## src/rtl/reg_file_pkg.sv

```systemverilog
// Shared types and default sizing for the multi-port register file.
package reg_file_pkg;

    typedef enum logic {
        INIT  = 1'b0,
        READY = 1'b1
    } rf_state_e;

    localparam int RF_DATA_W   = 32;
    localparam int RF_ADDR_W   = 4;
    localparam int RF_NUM_REGS = 15;
    localparam int RF_NUM_RD   = 2;

    // Bits needed to index n registers; never less than one.
    function automatic int idx_width(input int n);
        int w;
        w = 1;
        while ((1 << w) < n) w++;
        return w;
    endfunction

endpackage

```

## src/rtl/reg_file_init_ctrl.sv

```systemverilog
// Initialisation sweep sequencer: walks idx through every register after
// reset or an init request, then parks in READY.
module reg_file_init_ctrl
    import reg_file_pkg::*;
#(
    parameter int NUM_REGS = RF_NUM_REGS,
    parameter int IDX_W    = idx_width(RF_NUM_REGS)
) (
    input  logic             clk,
    input  logic             rst,
    input  logic             init_req,
    output rf_state_e        state,
    output logic [IDX_W-1:0] idx,
    output logic             init_we,
    output logic             ready
);

    localparam logic [IDX_W-1:0] LAST_IDX = IDX_W'(NUM_REGS - 1);

    rf_state_e        state_next;
    logic [IDX_W-1:0] idx_next;

    always_ff @(posedge clk) begin
        if (!rst) begin
            state <= INIT;
            idx   <= '0;
            ready <= 1'b0;
        end else begin
            state <= state_next;
            idx   <= idx_next;
            ready <= (state_next == READY);
        end
    end

    // init_req is only honoured from READY; an ongoing sweep always completes.
    always_comb begin
        state_next = state;
        idx_next   = '0;
        case (state)
            INIT: begin
                if (idx == LAST_IDX) begin
                    state_next = READY;
                end else begin
                    idx_next = idx + IDX_W'(1);
                end
            end
            READY: begin
                if (init_req) begin
                    state_next = INIT;
                end
            end
            default: state_next = INIT;
        endcase
    end

    always_comb begin
        init_we = (state == INIT);
    end

endmodule

```

## src/rtl/reg_file_mp.sv

```systemverilog
// Multi-read, dual-write register file with a self-initialising sweep and
// same-cycle write-to-read bypass.
module reg_file_mp
    import reg_file_pkg::*;
#(
    parameter int DATA_W   = RF_DATA_W,
    parameter int ADDR_W   = RF_ADDR_W,
    parameter int NUM_REGS = RF_NUM_REGS,
    parameter int NUM_RD   = RF_NUM_RD
) (
    input  logic                           clk,
    input  logic                           rst,
    input  logic                           init_req,
    input  logic                           wb_en0,
    input  logic                           wb_en1,
    input  logic [ADDR_W-1:0]              wb_dest0,
    input  logic [ADDR_W-1:0]              wb_dest1,
    input  logic [DATA_W-1:0]              wb_val0,
    input  logic [DATA_W-1:0]              wb_val1,
    input  logic [NUM_RD-1:0][ADDR_W-1:0]  rd_addr,
    output logic [NUM_RD-1:0][DATA_W-1:0]  rd_val,
    output logic                           ready
);

    localparam int               IDX_W    = idx_width(NUM_REGS);
    localparam logic [ADDR_W:0]  REGS_LIM = (ADDR_W + 1)'(NUM_REGS);

    rf_state_e        state;
    logic [IDX_W-1:0] idx;
    logic             init_we;
    logic             wr_ok0;
    logic             wr_ok1;

    logic [DATA_W-1:0] mem [NUM_REGS];

    function automatic logic in_range(input logic [ADDR_W-1:0] a);
        return ({1'b0, a} < REGS_LIM);
    endfunction

    reg_file_init_ctrl #(
        .NUM_REGS (NUM_REGS),
        .IDX_W    (IDX_W)
    ) u_init_ctrl (
        .clk      (clk),
        .rst      (rst),
        .init_req (init_req),
        .state    (state),
        .idx      (idx),
        .init_we  (init_we),
        .ready    (ready)
    );

    // Qualified write strobes feed both the array and the bypass, so a write
    // dropped by reset, INIT or a bad address is never visible on a read port.
    always_comb begin
        wr_ok0 = rst && (state == READY) && wb_en0 && in_range(wb_dest0);
        wr_ok1 = rst && (state == READY) && wb_en1 && in_range(wb_dest1);
    end

    always_ff @(posedge clk) begin
        if (rst) begin
            if (init_we) begin
                mem[idx] <= DATA_W'(idx);
            end else begin
                if (wr_ok0) begin
                    mem[wb_dest0[IDX_W-1:0]] <= wb_val0;
                end
                // Port 1 is applied last so it wins on an address collision.
                if (wr_ok1) begin
                    mem[wb_dest1[IDX_W-1:0]] <= wb_val1;
                end
            end
        end
    end

    always_comb begin
        rd_val = '0;
        for (int unsigned k = 0; k < NUM_RD; k++) begin
            if (in_range(rd_addr[k])) begin
                rd_val[k] = mem[rd_addr[k][IDX_W-1:0]];
            end
            if (wr_ok0 && (rd_addr[k] == wb_dest0)) begin
                rd_val[k] = wb_val0;
            end
            if (wr_ok1 && (rd_addr[k] == wb_dest1)) begin
                rd_val[k] = wb_val1;
            end
        end
    end

endmodule

```

## config.mk

```make
export PLATFORM = sky130hd
export DESIGN_NAME = reg_file_mp
export DESIGN_NICKNAME = d
export VERILOG_FILES = /design/src/rtl/reg_file_pkg.sv /design/src/rtl/reg_file_init_ctrl.sv /design/src/rtl/reg_file_mp.sv
export SDC_FILE = /design/constraint.sdc
export NUM_CORES = 1
export LEC_CHECK = 0
export BUFFER_PORTS_ARGS = -buffer_cell sky130_fd_sc_hd__buf_2
export CAP_MARGIN = 20
export CORE_MARGIN = 2
export CORE_UTILIZATION = 33
export CTS_BUF_LIST = sky130_fd_sc_hd__clkbuf_8
export DETAILED_ROUTE_END_ITERATION = 6
export GPL_TIMING_DRIVEN = 0
export HOLD_SLACK_MARGIN = 0.05
export PLACE_DENSITY_LB_ADDON = 0.08
export SLEW_MARGIN = 20
export SYNTH_ARGS = -nofsm -noshare
export SYNTH_HDL_FRONTEND = slang
export SYNTH_SLANG_ARGS = --single-unit
```

## constraint.sdc

```tcl
create_clock -name clk -period 8.2 [get_ports clk]
set_input_delay 1.64 -clock clk [delete_from_list [all_inputs] [get_ports clk]]
set_output_delay 1.64 -clock clk [all_outputs]
set_load 0.005 [all_outputs]
```

==> results.md, run 1 <==
* Reg-to-reg slack, setup at 4.45 ns
* Area leader, netlist: edfxtp_1
* RSZ-0062 raised after global routing: no
* Max Cap Viol at 0
* Worst EP arrival at 5.57 ns
* Post-Syn Area per Cell at 9.935 um2
* Slowest cell delay on critical path at 0.82 ns
* DRC at 0
* Yosys warnings at 0
* Worst reg2reg path endpoint: mem[8][17]
* Routed wire length at 149.8 mm
* Worst Setup SP: rd_addr[2]
* Core area at 89740 um2
* Max VDD drop at 0.1121 mV
* CTS sink count at 485
* Vias/cell at 6.169
* Post-route ant nets at 0
* CP Buf/Inv Count at 5
* Synth top area cells: edfxtp_1, mux2i_1, o21ai_0
* Syn Nets at 3081
* EDFF count, synth at 480
* Top-count cell post-synth: nand2_1
* Tot GR Track Use at 31.52%
* Skew final at 0.02883 ns
* Gpl congestion at 0.9173
* CTS tree: yes
* Num ports at 150
* Clk Latency, worst-skew pair at 0.73 ns
* Most used cell, CP: buf_2
* Clock transition at path regs at 0.05 ns
* Crit start category: input pin
* Largest net degree at the start of global routing at 18
* Maximum root-to-sink buffer count at 3
* Met1 usage at 41.23%
* Worst reg2reg path depth at 11
* Cell count after synthesis at 2994
* GRT met2 Usage at 48.90%
* Sequential-to-total area share from yosys stat at 48.79%
* Total number of vias at 27660
* Post-synth design cell area at 29740 um2
* Met3 Use GR at 6.909%
* Achievable Freq at 0.1387 GHz
* Slowest CP cell: clkbuf_1
* PwrDens at 165.9 nW/um2
* Detailed Route Iter0 Violations at 3464
* R2r startpoint: u_init_ctrl.state
* Die Span X at 304.2 um
* Grt total ovfl at 0
* # port buffers at 110
* Total Power at 5716 uW
* Finish-stage setup viols at 0
* CTS Root Cell: clkbuf_8
* Fin util at 38.39%
* Die span in y at 304.2 um
* Drt wl/cell at 33.42 um
* Area grow syn2layout at 15.82%
* Post-synth ARST share at 0%
* Period utilisation layout at 87.90%
* Initial antenna violation count at 7
* TritonRoute pass-1 iters at 6
* Number of global-route vias before repair at 27080
* CTS Hold Bufs at 0
* Period minus WS final at 7.208 ns
* Crit Path Class: in -> out
* Max FO, Critical Path at 10
* First-pass GRT wire length at 205.1 mm
* Worst-Margin Slew at 1.347 ns
* Hold crit path type: reg -> reg
* Unique masters post-synth at 46
* Status: completed
* Row cnt at 110
* Top cells by count, synth: nand2_1, o21ai_0, edfxtp_1
* Crit path cell chain: clkbuf_1 > buf_4 > buf_2 > buf_1 > nor2_1 > o21ai_0 > o211ai_1 > a31oi_1 > buf_2
* Relative slew slack at 10.17%
* Nets at 3320
* Initial core utilization at 33.15%
* Final hold vios at 0
* Ys flop type: edfxtp_1
* CTS resizes at 0
* WP data required at 6.56 ns
* Crit path to: rd_val[31]
* Top Family by Delay on Critical Path: buffers and inverters
* HPWL after detailed placement at 107.2 mm
* Slew Viols, Final at 0
* P_leak at 0.01194 uW
* Share of cells above drive strength 1 at 12.90%
* Crit. path cell count at 9
* Global routing's busiest layer: met2
* Worst setup EP type: output port
* Post-CTS Setup Bufs at 0
* Yosys top cell area share at 48.46%
* Die area at 92550 um2
* FF+latch count, synth at 485
* CTS Buf Count at 95
* H-tree Lvls at 3
-- per-stage QoR --
stage / hold slack, ns / worst slack [ns] / setup TNS (ns) / cells / area, um2
after CTS: 0.5689 / 1.225 / 0 / 4478 / 34430
after detailed placement: 0.5248 / 1.224 / 0 / 4311 / 32770
final: 0.5633 / 0.9921 / 0 / 4483 / 34450
after global placement: 0.5055 / -1.576 / -557.08 / 4280 / 31770
after floorplan: 0.4638 / 2.613 / 0 / 2994 / 29740
after global routing: 0.5904 / 1.229 / 0 / 4482 / 34450
-- worst min-delay path by stage --
stage | startpoint | endpoint | cells past startpoint | slack (ns)
6_report | u_init_ctrl.idx[0] | u_init_ctrl.idx[0] | 1 | 0.56
5_1_grt | u_init_ctrl.idx[0] | u_init_ctrl.idx[0] | 1 | 0.59
4_1_cts | u_init_ctrl.idx[0] | u_init_ctrl.idx[0] | 1 | 0.57
3_5_place_dp | u_init_ctrl.idx[0] | u_init_ctrl.idx[0] | 1 | 0.52
3_3_place_gp | u_init_ctrl.idx[0] | u_init_ctrl.idx[0] | 1 | 0.51
2_1_floorplan | u_init_ctrl.idx[0] | u_init_ctrl.idx[0] | 1 | 0.46
-- report_power, final --
part	internal, uW	leakage (uW)	switching [uW]
Sequential	2740	0.00398	18.7
Clock	1130	0.000983	1130
Combinational	224	0.00698	482
-- layout by cell type, fill, tap and decap left out, types with 4 or more instances in the layout --
| cell | synthesis | final |
|---|---|---|
| nand2_1 | 533 | 533 |
| o21ai_0 | 501 | 486 |
| edfxtp_1 | 480 | 480 |
| mux2i_1 | 325 | 325 |
| clkbuf_1 | 239 | 237 |
| buf_2 | 71 | 182 |
| nor2_1 | 175 | 175 |
| clkbuf_8 | 0 | 98 |
| a21oi_1 | 92 | 92 |
| nand3_1 | 72 | 72 |
| a31oi_1 | 67 | 66 |
| o211ai_1 | 65 | 65 |
| mux4_2 | 64 | 64 |
| a22oi_1 | 64 | 64 |
| inv_1 | 1 | 38 |
| buf_1 | 34 | 34 |
| a22o_1 | 32 | 32 |
| a221oi_1 | 32 | 32 |
| o211a_1 | 32 | 32 |
| a211o_1 | 32 | 32 |
| buf_16 | 0 | 30 |
| clkinv_1 | 0 | 20 |
| xor2_1 | 17 | 17 |
| o21ai_4 | 0 | 15 |
| clkinv_2 | 0 | 8 |
| buf_4 | 6 | 6 |
| nor2b_1 | 6 | 6 |
| and2_1 | 6 | 6 |
| buf_6 | 5 | 5 |
| nor3_1 | 5 | 5 |
| dfxtp_1 | 5 | 5 |
| diode_2 | 0 | 4 |
| nor3b_1 | 4 | 4 |
-- cells by family after synthesis --
family                   Yosys count  share of synthesized area, %
adder cells (fa/ha/maj)            2                       0.08412
buffers and inverters            359                         5.035
AND/OR/NAND/NOR                  817                         11.00
AO/OA/AOI/OAI                    924                         18.77
flip-flops                       485                         48.79
multiplexers                     389                         15.78
XOR/XNOR                          18                        0.5300
-- registers in the layout, summed over array words and instances (netlist names) --
register	flops
u_init_ctrl.state	1
u_init_ctrl.idx	4
mem	480
-- per-layer routing --
layer	up-vias	wire, um
met5	-	0
met4	0	8742
met3	448	14890
met2	1797	66350
met1	13790	59850
li1	11620	-
-- final cells by class --
type / count / area (um2)
fillers: 9057 / 55290
flip-flops and latches: 485 / 14510
multi-input cells: 2150 / 13910
plain buffers: 356 / 1489
well taps: 1176 / 1471
repair buffers: 142 / 1389
clock buffers: 98 / 1349
clock inverters: 69 / 307.8
inverters: 3 / 11.26
diodes: 4 / 10.01
Power figures use the tool's default switching activity.
==> run 2: changes to the inputs <==
BUFFER_PORTS_ARGS = not set   (was -buffer_cell sky130_fd_sc_hd__buf_2)
DONT_BUFFER_PORTS = 1   (was not set)
==> run 2 against run 1 <==
  * Worst setup slack improved by 0.59 ns
  * Die area unchanged
  * Hold slack worse by 0.015 ns
  * Wire length up 0.14%
  * Cell count is 2.5% lower
  * Largest power group unchanged
  * Non-clock buffer count is 111 lower
==> results.md, run 2 (synthesis results as in run 1) <==
* Initial core utilization at 33.15%
* Total number of vias at 27200
* Max FO, Critical Path at 10
* Drt wl/cell at 34.33 um
* HP Start: u_init_ctrl.idx[0]
* TritonRoute pass-1 iters at 6
* Maximum root-to-sink buffer count at 3
* R2r startpoint: u_init_ctrl.state
* Period minus WS final at 6.615 ns
* Skew final at 0.05068 ns
* Crit Path Class: in -> out
* CTS resizes at 0
* Post-route ant nets at 0
* Sw Share at 29.06%
* Worst reg2reg path depth at 11
* H-tree Lvls at 3
* Detailed Route Iter0 Violations at 3207
* CTS Root Cell: clkbuf_8
* Most flops, register: mem
* Finish-stage setup viols at 0
* NetSw at 1655 uW
* Status: completed
* Nets at 3208
* Fin worst setup slack at 1.585 ns
* Crit start category: input pin
* Clock power frac at 40.0%
* Period utilisation layout at 80.67%
* Worst-Margin Slew at 1.214 ns
* Area grow syn2layout at 13.91%
* Clk Latency, worst-skew pair at 0.77 ns
* Routed wire length at 150.0 mm
* Clock transition at path regs at 0.06 ns
* Worst setup EP type: output port
* Die area at 92550 um2
* Row cnt at 110
* Total Power at 5695 uW
* Post-place setup slack at 1.241 ns
* Vias/cell at 6.222
* Internal Power at 4040 uW
* Worst reg2reg path endpoint: mem[10][16]
* Core area at 89740 um2
* Logic pwr share at 11.6%
* Die Span X at 304.2 um
* Share of power burned in registers at 48.4%
* Hold depth at 1
* Biggest regs: mem (480), u_init_ctrl.idx (4), u_init_ctrl.state (1)
* CTS Buf Count at 94
* # port buffers at 0
* RSZ-0062 raised after global routing: no
* Gpl congestion at 0.9234
* Hold crit path type: reg -> reg
* Setup TNS at 0 ns
* First-pass GRT wire length at 204.8 mm
* Most common cell after layout, fill and taps aside: nand2_1
* Max Cap Viol at 0
* Grt total ovfl at 0
* CTS sink count at 485
* Reg-to-reg slack, setup at 4.42 ns
* Post-CTS Setup Bufs at 0
* HPWL after detailed placement at 107.4 mm
* Min-Delay Endpoint: u_init_ctrl.idx[0]
* Achievable Freq at 0.1512 GHz
* Tot GR Track Use at 31.55%
* Largest net degree at the start of global routing at 19
* Relative slew slack at 19.07%
* WP data required at 6.56 ns
* Fin util at 37.76%
* Final hold vios at 0
* Num ports at 150
* Max VDD drop at 0.1282 mV
* Die span in y at 304.2 um
* Slew Viols, Final at 0
* Worst EP arrival at 4.97 ns
* Most frequent cells in the layout: nand2_1, o21ai_0, edfxtp_1, mux2i_1, clkbuf_1
* CTS tree: yes
* PwrDens at 168.1 nW/um2
* Initial antenna violation count at 7
* Number of global-route vias before repair at 26550
* P_leak at 0.01154 uW
* Share of cells above drive strength 1 at 9.872%
* Max reg flops at 480
* CTS Hold Bufs at 0
* DRC at 0
==> run 2: changes by cell type in the layout (fill, tap and decap cells not counted), sizes merged <==
cell,delta
buf,-110
clkbuf,-4
clkinv,+2
==> run 2: area by class of cell <==
cell class                      instances  area [um2]
Fill cell                            8994       55850
Antenna cell                            4       10.01
Multi-Input combinational cell       2150       13900
Tap cell                             1176        1471
Buffer                                356        1491
Sequential cell                       485       14510
Inverter                                3       11.26
Clock inverter                         71       339.1
Clock buffer                           95        1308
Timing Repair Buffer                   31       837.1
==> run 2: per-layer routing <==
metal | GRT usage (%) | part of all wire [%] | up-vias
li1 | - | - | 11390
met1 | 40.43 | 40 | 13600
met2 | 48.83 | 44 | 1779
met3 | 8.120 | 9.9 | 424
met4 | 16.99 | 6.0 | 4
met5 | 0 | 0.027 | -
==> run 2: worst max-delay path by stage <==
stage | start | to | slack [ns]
finish | rd_addr[2] | rd_val[2] | 1.59
global route | rd_addr[2] | rd_val[18] | 1.65
CTS | rd_addr[2] | rd_val[24] | 1.24
detailed placement | rd_addr[2] | rd_val[24] | 1.24
global placement | wb_dest0[2] | mem[0][16] | -1.49
floorplan | wb_dest0[2] | mem[11][0] | 2.61
==> run 2: power groups by stage <==
| stage | Clock (uW) | Sequential [uW] | Combinational, uW |
|---|---|---|---|
| after floorplan | 0 | 2800 | 367 |
| after global placement | 0 | 2810 | 609 |
| after detailed placement | 0 | 2800 | 640 |
| after CTS | 2290 | 2750 | 642 |
| after global routing | 2400 | 2760 | 679 |
| final | 2280 | 2750 | 660 |
==> run 2: critical path, stage by stage <==
cell and delay, ns:
clkbuf_2 0.45, buf_2 0.53, buf_2 0.42, clkbuf_1 0.66, nor2_1 0.11, o21ai_0 0.59
o211ai_1 0.25, a31oi_1 0.28
==> run 2: stage by stage <==
| stage | hold WS [ns] | instances | instance area (um2) |
|---|---|---|---|
| 6_report | 0.5480 | 4371 | 33880 |
| 5_1_grt | 0.6078 | 4370 | 33880 |
| 4_1_cts | 0.5569 | 4366 | 33860 |
| 3_5_place_dp | 0.5434 | 4200 | 32210 |
| 3_3_place_gp | 0.4927 | 4170 | 31220 |
| 2_1_floorplan | 0.4638 | 2994 | 29740 |
